[config.mk]
export PLATFORM = sky130hd
export DESIGN_NAME = key_number_capture
export DESIGN_NICKNAME = d
export VERILOG_FILES = /design/src/rtl/keypad_pkg.sv /design/src/rtl/mul10_add.sv /design/src/rtl/key_number_capture.sv
export SDC_FILE = /design/constraint.sdc
export NUM_CORES = 1
export LEC_CHECK = 0
export ABC_AREA = 1
export BUFFER_PORTS_ARGS = -buffer_cell sky130_fd_sc_hd__buf_2
export CAP_MARGIN = 20
export CELL_PAD_IN_SITES_DETAIL_PLACEMENT = 0
export CELL_PAD_IN_SITES_GLOBAL_PLACEMENT = 1
export CORE_MARGIN = 10
export CORE_UTILIZATION = 40
export CTS_CLUSTER_DIAMETER = 50
export DETAILED_ROUTE_END_ITERATION = 7
export PLACE_DENSITY = 0.89
export SLEW_MARGIN = 20
export SYNTH_ARGS = -nofsm -noshare
export SYNTH_HDL_FRONTEND = slang
export SYNTH_SLANG_ARGS = --single-unit
[constraint.sdc]
create_clock -name clk -period 2.7 [get_ports clk]
set_clock_uncertainty 0.15 [all_clocks]
set_input_delay 0.135 -clock clk [delete_from_list [all_inputs] [get_ports clk]]
set_output_delay 0.135 -clock clk [all_outputs]
set_load 0.05 [all_outputs]
[src/rtl/keypad_pkg.sv]
// Purpose : shared types and constants for the keypad operand-capture path.
// Latency : n/a (declarations only).
// Backpressure: n/a.
package keypad_pkg;

    // Capture FSM states
    typedef enum logic [1:0] {
        ST_IDLE    = 2'd0,
        ST_ENTRY   = 2'd1,
        ST_CONVERT = 2'd2,
        ST_DONE    = 2'd3
    } state_t;

    localparam logic [3:0] KEY_CLR = 4'hE;   // '*'
    localparam logic [3:0] KEY_ENT = 4'hF;   // '#'

    localparam int BCD_W = 12;
    localparam int BIN_W = 10;
    localparam int CNT_W = 2;
    localparam int NIB_W = 4;

    // Codes 0x0-0x9 are digits; 0xA-0xD are operators handled elsewhere.
    function automatic logic is_digit(input logic [3:0] code);
        return (code <= 4'd9);
    endfunction

endpackage

[src/rtl/mul10_add.sv]
// Purpose : one BCD-to-binary step, result = acc*10 + nibble.
// Latency : combinational.
// Backpressure: none.
// Ports   : acc (BIN_W) running value, nibble (4) next BCD digit, result (BIN_W).
module mul10_add
    import keypad_pkg::*;
(
    input  logic [BIN_W-1:0] acc,
    input  logic [NIB_W-1:0] nibble,
    output logic [BIN_W-1:0] result
);

    // acc*10 as a shift-add; operands never exceed 999 so 10 bits suffice.
    assign result = (acc << 3) + (acc << 1) + BIN_W'(nibble);

endmodule

[src/rtl/key_number_capture.sv]
// Purpose : collects up to MAX_DIGITS keypad digits as BCD and converts them to binary on '#'.
// Latency : num_valid rises on the 4th clk edge after the edge that samples '#'.
// Backpressure: result is held in DONE until num_ack or '*'; keys are dropped while busy.
// Ports   : clk, rst (sync, active-low); key_valid/key_code from debouncer; num_ack from consumer;
//           bcd, digit_count, num_bin, num_valid, busy are all registered.
module key_number_capture
    import keypad_pkg::*;
#(
    // Output widths assume 3 digits; larger values would need wider bcd/count.
    parameter int MAX_DIGITS = 3
) (
    input  logic             clk,
    input  logic             rst,
    input  logic             key_valid,
    input  logic [3:0]       key_code,
    input  logic             num_ack,
    output logic [BCD_W-1:0] bcd,
    output logic [CNT_W-1:0] digit_count,
    output logic [BIN_W-1:0] num_bin,
    output logic             num_valid,
    output logic             busy
);

    state_t           state_q,     state_d;
    logic [BCD_W-1:0] bcd_q,       bcd_d;
    logic [CNT_W-1:0] cnt_q,       cnt_d;
    logic [BIN_W-1:0] num_bin_q,   num_bin_d;
    logic             num_valid_q, num_valid_d;
    logic             busy_q,      busy_d;
    logic [BIN_W-1:0] acc_q,       acc_d;
    logic [1:0]       step_q,      step_d;

    logic [NIB_W-1:0] nibble;
    logic [BIN_W-1:0] acc_next;

    logic key_dig;
    logic key_clr;
    logic key_ent;
    logic cnt_room;

    assign key_dig  = key_valid && is_digit(key_code);
    assign key_clr  = key_valid && (key_code == KEY_CLR);
    assign key_ent  = key_valid && (key_code == KEY_ENT);
    assign cnt_room = (int'(cnt_q) < MAX_DIGITS);

    // Most significant nibble first; leading nibbles of a short entry are zero.
    always_comb begin
        nibble = '0;
        case (step_q)
            2'd0:    nibble = bcd_q[11:8];
            2'd1:    nibble = bcd_q[7:4];
            2'd2:    nibble = bcd_q[3:0];
            default: nibble = '0;
        endcase
    end

    mul10_add u_mul10_add (
        .acc    (acc_q),
        .nibble (nibble),
        .result (acc_next)
    );

    always_comb begin
        state_d     = state_q;
        bcd_d       = bcd_q;
        cnt_d       = cnt_q;
        num_bin_d   = num_bin_q;
        num_valid_d = num_valid_q;
        busy_d      = busy_q;
        acc_d       = acc_q;
        step_d      = step_q;

        case (state_q)
            ST_IDLE, ST_ENTRY: begin
                if (key_clr) begin
                    bcd_d       = '0;
                    cnt_d       = '0;
                    num_bin_d   = '0;
                    num_valid_d = 1'b0;
                    state_d     = ST_IDLE;
                end else if (key_dig) begin
                    // A full operand saturates: extra digits leave everything untouched.
                    if (cnt_room) begin
                        bcd_d   = {bcd_q[BCD_W-NIB_W-1:0], key_code};
                        cnt_d   = cnt_q + 2'd1;
                        state_d = ST_ENTRY;
                    end
                end else if (key_ent && (state_q == ST_ENTRY)) begin
                    // '#' in IDLE has no digits behind it and is dropped.
                    acc_d   = '0;
                    step_d  = 2'd0;
                    busy_d  = 1'b1;
                    state_d = ST_CONVERT;
                end
            end

            ST_CONVERT: begin
                // Steps 0..2 fold in one nibble each (busy high for exactly these
                // three cycles); step 3 publishes the finished accumulator.
                if (step_q != 2'd3) begin
                    acc_d  = acc_next;
                    step_d = step_q + 2'd1;
                    busy_d = (step_q != 2'd2);
                end else begin
                    num_bin_d   = acc_q;
                    num_valid_d = 1'b1;
                    busy_d      = 1'b0;
                    state_d     = ST_DONE;
                end
            end

            ST_DONE: begin
                // Ack takes priority over any key arriving in the same cycle.
                if (num_ack || key_clr) begin
                    bcd_d       = '0;
                    cnt_d       = '0;
                    num_bin_d   = '0;
                    num_valid_d = 1'b0;
                    state_d     = ST_IDLE;
                end
            end

            default: begin
                state_d = ST_IDLE;
            end
        endcase
    end

    always_ff @(posedge clk) begin
        if (!rst) begin
            state_q     <= ST_IDLE;
            bcd_q       <= '0;
            cnt_q       <= '0;
            num_bin_q   <= '0;
            num_valid_q <= 1'b0;
            busy_q      <= 1'b0;
            acc_q       <= '0;
            step_q      <= 2'd0;
        end else begin
            state_q     <= state_d;
            bcd_q       <= bcd_d;
            cnt_q       <= cnt_d;
            num_bin_q   <= num_bin_d;
            num_valid_q <= num_valid_d;
            busy_q      <= busy_d;
            acc_q       <= acc_d;
            step_q      <= step_d;
        end
    end

    assign bcd         = bcd_q;
    assign digit_count = cnt_q;
    assign num_bin     = num_bin_q;
    assign num_valid   = num_valid_q;
    assign busy        = busy_q;

endmodule

==> impl_metrics.yaml, run 1 <==
setup_path:
  required_ps: 2770
  r2r-start: "step_q[1]$_SDFFE_PN0P_"
  worstPathArrival_ps: 2610
  r2r-end: "acc_q[6]$_SDFFE_PN0P_"
  crit_start: "step_q[1]$_SDFFE_PN0P_"
  critical_path.top_delay_family: "adder cells"
  path_cells: "inv_2 > ha_4 > nand2_1 > nand3_1 > nand2_1 > fa_1 > inv_1 > fa_2 > a21oi_1 > xnor2_1 > nand2_1 > a21oi_1"
  end_kind: "flop"
  worst_path_max_delay_cell: "fa_1"
  crit_cells: 12
  worstSetupPathType: "flop to flop"
  startpoint_type: "flop"
  worst-path-buf-inv: 2
  worstPathMaxFanout: 4
  ff2ff_setup_slack_ps: 160
  worst_path_largest_cell_delay_ps: 480
  crit_top_cell: "nand2_1"
  r2r_cells: 12
  cp-endpoint: "acc_q[6]$_SDFFE_PN0P_"
sta:
  slew_viol_final: 0
  slew-limit-headroom_pct: 43.0
  setup_viol: 0
  tightestPinTransition_ps: 851
  fmax_mhz: 394
  holdWs_ps: 70.8
  period_minus_slack_ps: 2540
  report.final.hold_viol_count: 0
  period_share_pct: 94.0
die:
  start_util_pct: 42.0
  dieWidth_um: 96.7
  fp-row-count: 27
  dieArea_um2: 9360
  die_y_um: 96.7
  core_um2: 5610
  ios: 34
placed_design:
  dp_cells: 438
  place_congestion: 0.857
  io_buffers: 33
  post-dp-hpwl_um: 4220
layout:
  nNetsFinal: 402
  layoutNonFillerInstCount: 446
  syn_to_final_growth_pct: 14.1
  final_cell_mix: "nand2_1 (105), nand3_1 (45), dfxtp_1 (38)"
  layout_commonest_cell: "nand2_1"
  fillers: 589
  num_antenna_cells: 0
  drive_gt1_share_pct: 19.0
  postLayoutCoreUtil_pct: 47.9
route:
  via_count: 2273
  drt_wl_total_um: 5970
  first_pass_iters: 4
  vias_per_cell: 5.10
  antenna_left: 0
  wl_per_cell_um: 13.4
  drc: 0
  drt_iter0_markers: 147
grt:
  grt_pass1_vias: 2067
  grt_pass1_wl_um: 9870
  grt_max_degree: 24
  antenna_found_initial: 0
  gr-total-overflow: 0
  track_usage_pct: 12.0
clocking:
  cts_tree: "yes"
  cts.sinks: 40
  ctsHtreeMaxLevel: 2
  path_clk_slew_ps: 90
  clk_latency_ps: 300
  cts_resized: 0
  post_cts_buffers: 0
  cts_hold_buffers: 0
  cts_buffer_depth: 2
  clockRootBuffer: "clkbuf_8"
  cts_buffers: 5
power_and_ir_drop:
  ir_worst_vdd_v: 0.000315
  power.density_nw_per_um2: 586
  p_leak_uw: 0.00134
  p_total_uw: 1570
synthesis:
  syn_avg_cell_area_um2: 6.81
  synth_warnings: 0
  synthCells: 346
  synth_top_area_share_pct: 34.0
  ys_seq_area_share_pct: 34.0
  ys_ff_latch: 40
  ys_types: 28
  synth_top_area_cell: "dfxtp_1"
  syn_nets: 375
  synth.cell_area_um2: 2360
  ys_top_cells_by_area: "dfxtp_1 (34%), nand2_1 (17%), ha_1 (10%)"
flow_run:
  cap_violations: 0
hold_path:
  hp-class: "primary input to flop"
run_status:
  status: "complete, no violations"
## layout make-up
type | count | area [um2] | share of cell area (%)
Clock buffer | 6 | 82.6 | 3.07
Clock inverter | 2 | 10.0 | 0.372
Sequential cell | 40 | 806 | 30.0
Multi-Input combinational cell | 259 | 1410 | 52.3
Inverter | 34 | 130 | 4.84
Tap cell | 72 | 90.1 | 3.35
Timing Repair Buffer | 33 | 165 | 6.14
## worst min-delay path by stage
stage	start	end	cells after the start
6_report	key_code[2]	bcd[2]$_SDFFE_PN0P_	5
5_1_grt	key_code[1]	bcd[1]$_SDFFE_PN0P_	5
4_1_cts	key_code[2]	bcd[2]$_SDFFE_PN0P_	5
3_5_place_dp	num_bin[8]$_SDFFE_PN0P_	num_bin[8]$_SDFFE_PN0P_	2
3_3_place_gp	num_bin[8]$_SDFFE_PN0P_	num_bin[8]$_SDFFE_PN0P_	2
2_1_floorplan	key_code[0]	bcd[0]$_SDFFE_PN0P_	4
## routing by layer
metal / vias up / track usage, % / routed length [um] / share of wire, %
met3: 6 / 2.48 / 235 / 3.9
met4: 0 / 4.28 / 79 / 1.3
met2: 52 / 17.7 / 2610 / 44
li1: 1158 / - / - / -
met5: - / 0 / 0 / 0
met1: 1057 / 16.7 / 3040 / 51
## report_power, final
part / switching, uW / internal, uW / total, uW
clock: 225 / 204 / 429
combinational: 330 / 128 / 458
sequential: 52.9 / 635 / 688
## per-stage QoR
step | area, um2 | setup TNS, ps | setup slack (ps)
after floorplan | 2360 | 0 | 144
after global placement | 2530 | 0 | 121
after detailed placement | 2530 | 0 | 36.6
after CTS | 2630 | 0 | 20.5
after global routing | 2690 | -1.71 | -1.71
final | 2690 | 0 | 162
## worst reg2reg max path, delay by kind of cell (launching register included)
kind                       cells  cell delay, ps
AOI/OAI and AO/OA              2             320
xor gates and xnor gates       1             140
adders and majority gates      3            1050
buffers and inverters          2             180
DFF                            1             360
and+or+nand+nor                4             260
## state kept, by name (all words and copies together) (netlist names)
signal and count:
bcd 12, acc_q 10, num_bin 10, digit_count 2, state_q 2, step_q 2, busy 1, num_valid 1
## cell families (layout without fill, tap and decap cells)
logic type	after synthesis	in the layout	synth area share [%]
simple gates	202	202	37.2
buf+inv	47	75	8.71
flops	40	40	34.0
compound gates	34	34	7.54
fa+ha+maj	21	21	11.8
xor+xnor	2	2	0.744
## synthesized netlist by cell type
cell and number:
or2_2 1, clkbuf_1 3, nor2_2 10, a31oi_1 1, nor2_1 31, xor2_1 1
nor2_4 2, nand4_1 2, a21oi_1 28, buf_2 5, nand3_1 46, o21ai_0 3
inv_1 32, nand3_2 1, a21oi_2 1, inv_2 2, dfxtp_1 40, nand2_1 106
nand3b_1 1, buf_1 1, buf_6 2, buf_4 2, o211ai_1 1, nor3_1 1
fa_1 2, nand2_2 1, xnor2_1 1, ha_1 19
Note: power is estimated with default switching activity, not from simulation.
==> run 2, diff against run 1 <==
--- a/config.mk
+++ b/config.mk
@@ -6,7 +6,7 @@
 export NUM_CORES = 1
 export LEC_CHECK = 0
 export ABC_AREA = 1
-export BUFFER_PORTS_ARGS = -buffer_cell sky130_fd_sc_hd__buf_2
+export BUFFER_PORTS_ARGS = -buffer_cell sky130_fd_sc_hd__buf_4
 export CAP_MARGIN = 20
 export CELL_PAD_IN_SITES_DETAIL_PLACEMENT = 0
 export CELL_PAD_IN_SITES_GLOBAL_PLACEMENT = 1
@@ -14,7 +14,8 @@
 export CORE_UTILIZATION = 40
 export CTS_CLUSTER_DIAMETER = 50
 export DETAILED_ROUTE_END_ITERATION = 7
-export PLACE_DENSITY = 0.89
+export GPL_ROUTABILITY_DRIVEN = 1
+export PLACE_DENSITY_LB_ADDON = 0.1
 export SLEW_MARGIN = 20
 export SYNTH_ARGS = -nofsm -noshare
 export SYNTH_HDL_FRONTEND = slang
==> run 2 against run 1 <==
Sequential share of layout area is 0.85 points lower; register-to-register slack better by 50 ps; first-iteration DRC count is 4.8% lower; cell count stayed put; sequential power hardly changed; worst setup slack better by 54 ps; die area stayed put.
==> impl_metrics.yaml, run 2 (synthesis gave the netlist of run 1 again) <==
run_status:
  status: "complete, no violations"
setup_path:
  r2r-end: "acc_q[5]$_SDFFE_PN0P_"
  r2r_cells: 13
  end_kind: "flop"
  required_ps: 2780
  ff2ff_setup_slack_ps: 220
  worstSetupPathType: "flop to flop"
  worstPathMaxFanout: 5
  worstPathArrival_ps: 2560
  r2r-start: "step_q[0]$_SDFFE_PN0P_"
  startpoint_type: "flop"
clocking:
  cts_tree: "yes"
  cts_buffer_depth: 2
  cts.sinks: 40
  clockRootBuffer: "clkbuf_8"
  cts_resized: 0
  ctsHtreeMaxLevel: 2
  cts_hold_buffers: 0
  clk_latency_ps: 300
  post_cts_buffers: 0
  cts_buffers: 5
  path_clk_slew_ps: 90
hold_path:
  hp-start: "rst"
  min_delay_path_depth: 3
  hp-class: "primary input to flop"
  whs_endpoint: "state_q[0]$_SDFFE_PN0P_"
layout:
  nNetsFinal: 402
  drive_gt1_share_pct: 18.7
  final_cell_mix: "nand2_1 (106), nand3_1 (45), dfxtp_1 (38)"
  layout_commonest_cell: "nand2_1"
  postLayoutCoreUtil_pct: 49.2
  num_antenna_cells: 0
  fillers: 610
  fin_area_um2: 2760
  largest_reg_flops: 12
  syn_to_final_growth_pct: 17.1
route:
  drc: 0
  routedLengthMet1_um: 3120
  vias_per_cell: 4.86
  drt_wl_total_um: 6000
  drt_iter0_markers: 140
  antenna_left: 0
  via_count: 2166
  routed.top_layer: "met4"
  dr_wl_met2_um: 2450
  first_pass_iters: 4
  dr_wl_met3_um: 338
  wl_per_cell_um: 13.5
die:
  die_y_um: 96.7
  start_util_pct: 42.0
  dieWidth_um: 96.7
  ios: 34
  core_um2: 5610
  dieArea_um2: 9360
  fp-row-count: 27
placed_design:
  post-dp-hpwl_um: 4310
  io_buffers: 33
  dp_slack_ps: 83.6
  dpl_cell_area_um2: 2620
  place_congestion: 0.796
grt:
  antenna_found_initial: 0
  grt_max_degree: 24
  track_usage_pct: 12.7
  grt_pass1_wl_um: 10200
  gr-total-overflow: 0
  grt_pass1_vias: 2041
sta:
  period_minus_slack_ps: 2480
  slew-limit-headroom_pct: 48.0
  report.final.hold_viol_count: 0
  setup_viol: 0
  fin_ws_ps: 216
  tightestPinTransition_ps: 777
  fmax_mhz: 403
  period_share_pct: 92.0
  slew_viol_final: 0
  rsz0062_at_grt: "false"
  setup_tns_ps: 0
power_and_ir_drop:
  power.density_nw_per_um2: 571
  ir_worst_vdd_v: 0.000316
  p_leak_uw: 0.00134
flow_run:
  cap_violations: 0
run 2: where the power goes:
group	switching [uW]	internal, uW	total (uW)
clock network	230	180	410
logic	328	149	477
registers	53.3	635	688
total	611	964	1580
run 2: layout make-up:
cell class	instances	area, um2	area share [%]
clock buffers	5	68.8	2.49
well taps	72	90.1	3.27
inverters	34	128	4.63
repair buffers	33	248	8.98
clock inverters	3	18.8	0.680
multi-input cells	259	1400	50.8
flip-flops and latches	40	803	29.1
run 2: worst max-delay path by stage:
stage / startpoint / to / slack (ps) / depth (start not counted)
3_3_place_gp: step_q[1]$_SDFFE_PN0P_ / acc_q[6]$_SDFFE_PN0P_ / 100 / 12
2_1_floorplan: bcd[7]$_SDFFE_PN0P_ / acc_q[6]$_SDFFE_PN0P_ / 140 / 10
4_1_cts: step_q[0]$_SDFFE_PN0P_ / acc_q[6]$_SDFFE_PN0P_ / 50 / 12
5_1_grt: step_q[0]$_SDFFE_PN0P_ / acc_q[6]$_SDFFE_PN0P_ / 20 / 13
6_report: step_q[0]$_SDFFE_PN0P_ / acc_q[5]$_SDFFE_PN0P_ / 220 / 13
3_5_place_dp: step_q[0]$_SDFFE_PN0P_ / acc_q[6]$_SDFFE_PN0P_ / 80 / 12
run 2: metal layers:
layer  GRT usage [%]  up-vias
li1                -     1161
met1            17.4      954
met2            18.5       42
met3            3.55        9
met4            4.17        0
met5               0        -
run 2: worst max-delay path: stages (launching register included):
cell and delay (ps):
dfxtp_2 360, inv_2 110, ha_4 160, nand2_1 50
nand3_1 90, nand2_1 60, fa_1 480, inv_1 70
ha_1 290, nand3_1 100, nand3_2 100, a21oi_1 130
o21ai_0 120, a21oi_1 140
run 2: through the flow:
stage	hold slack [ps]	std cells	total power, uW
global placement	301	438	1170
floorplan	222	346	1060
CTS	5.18	446	1590
global route	22.5	446	1670
finish	12.5	446	1580
detailed placement	303	438	1170
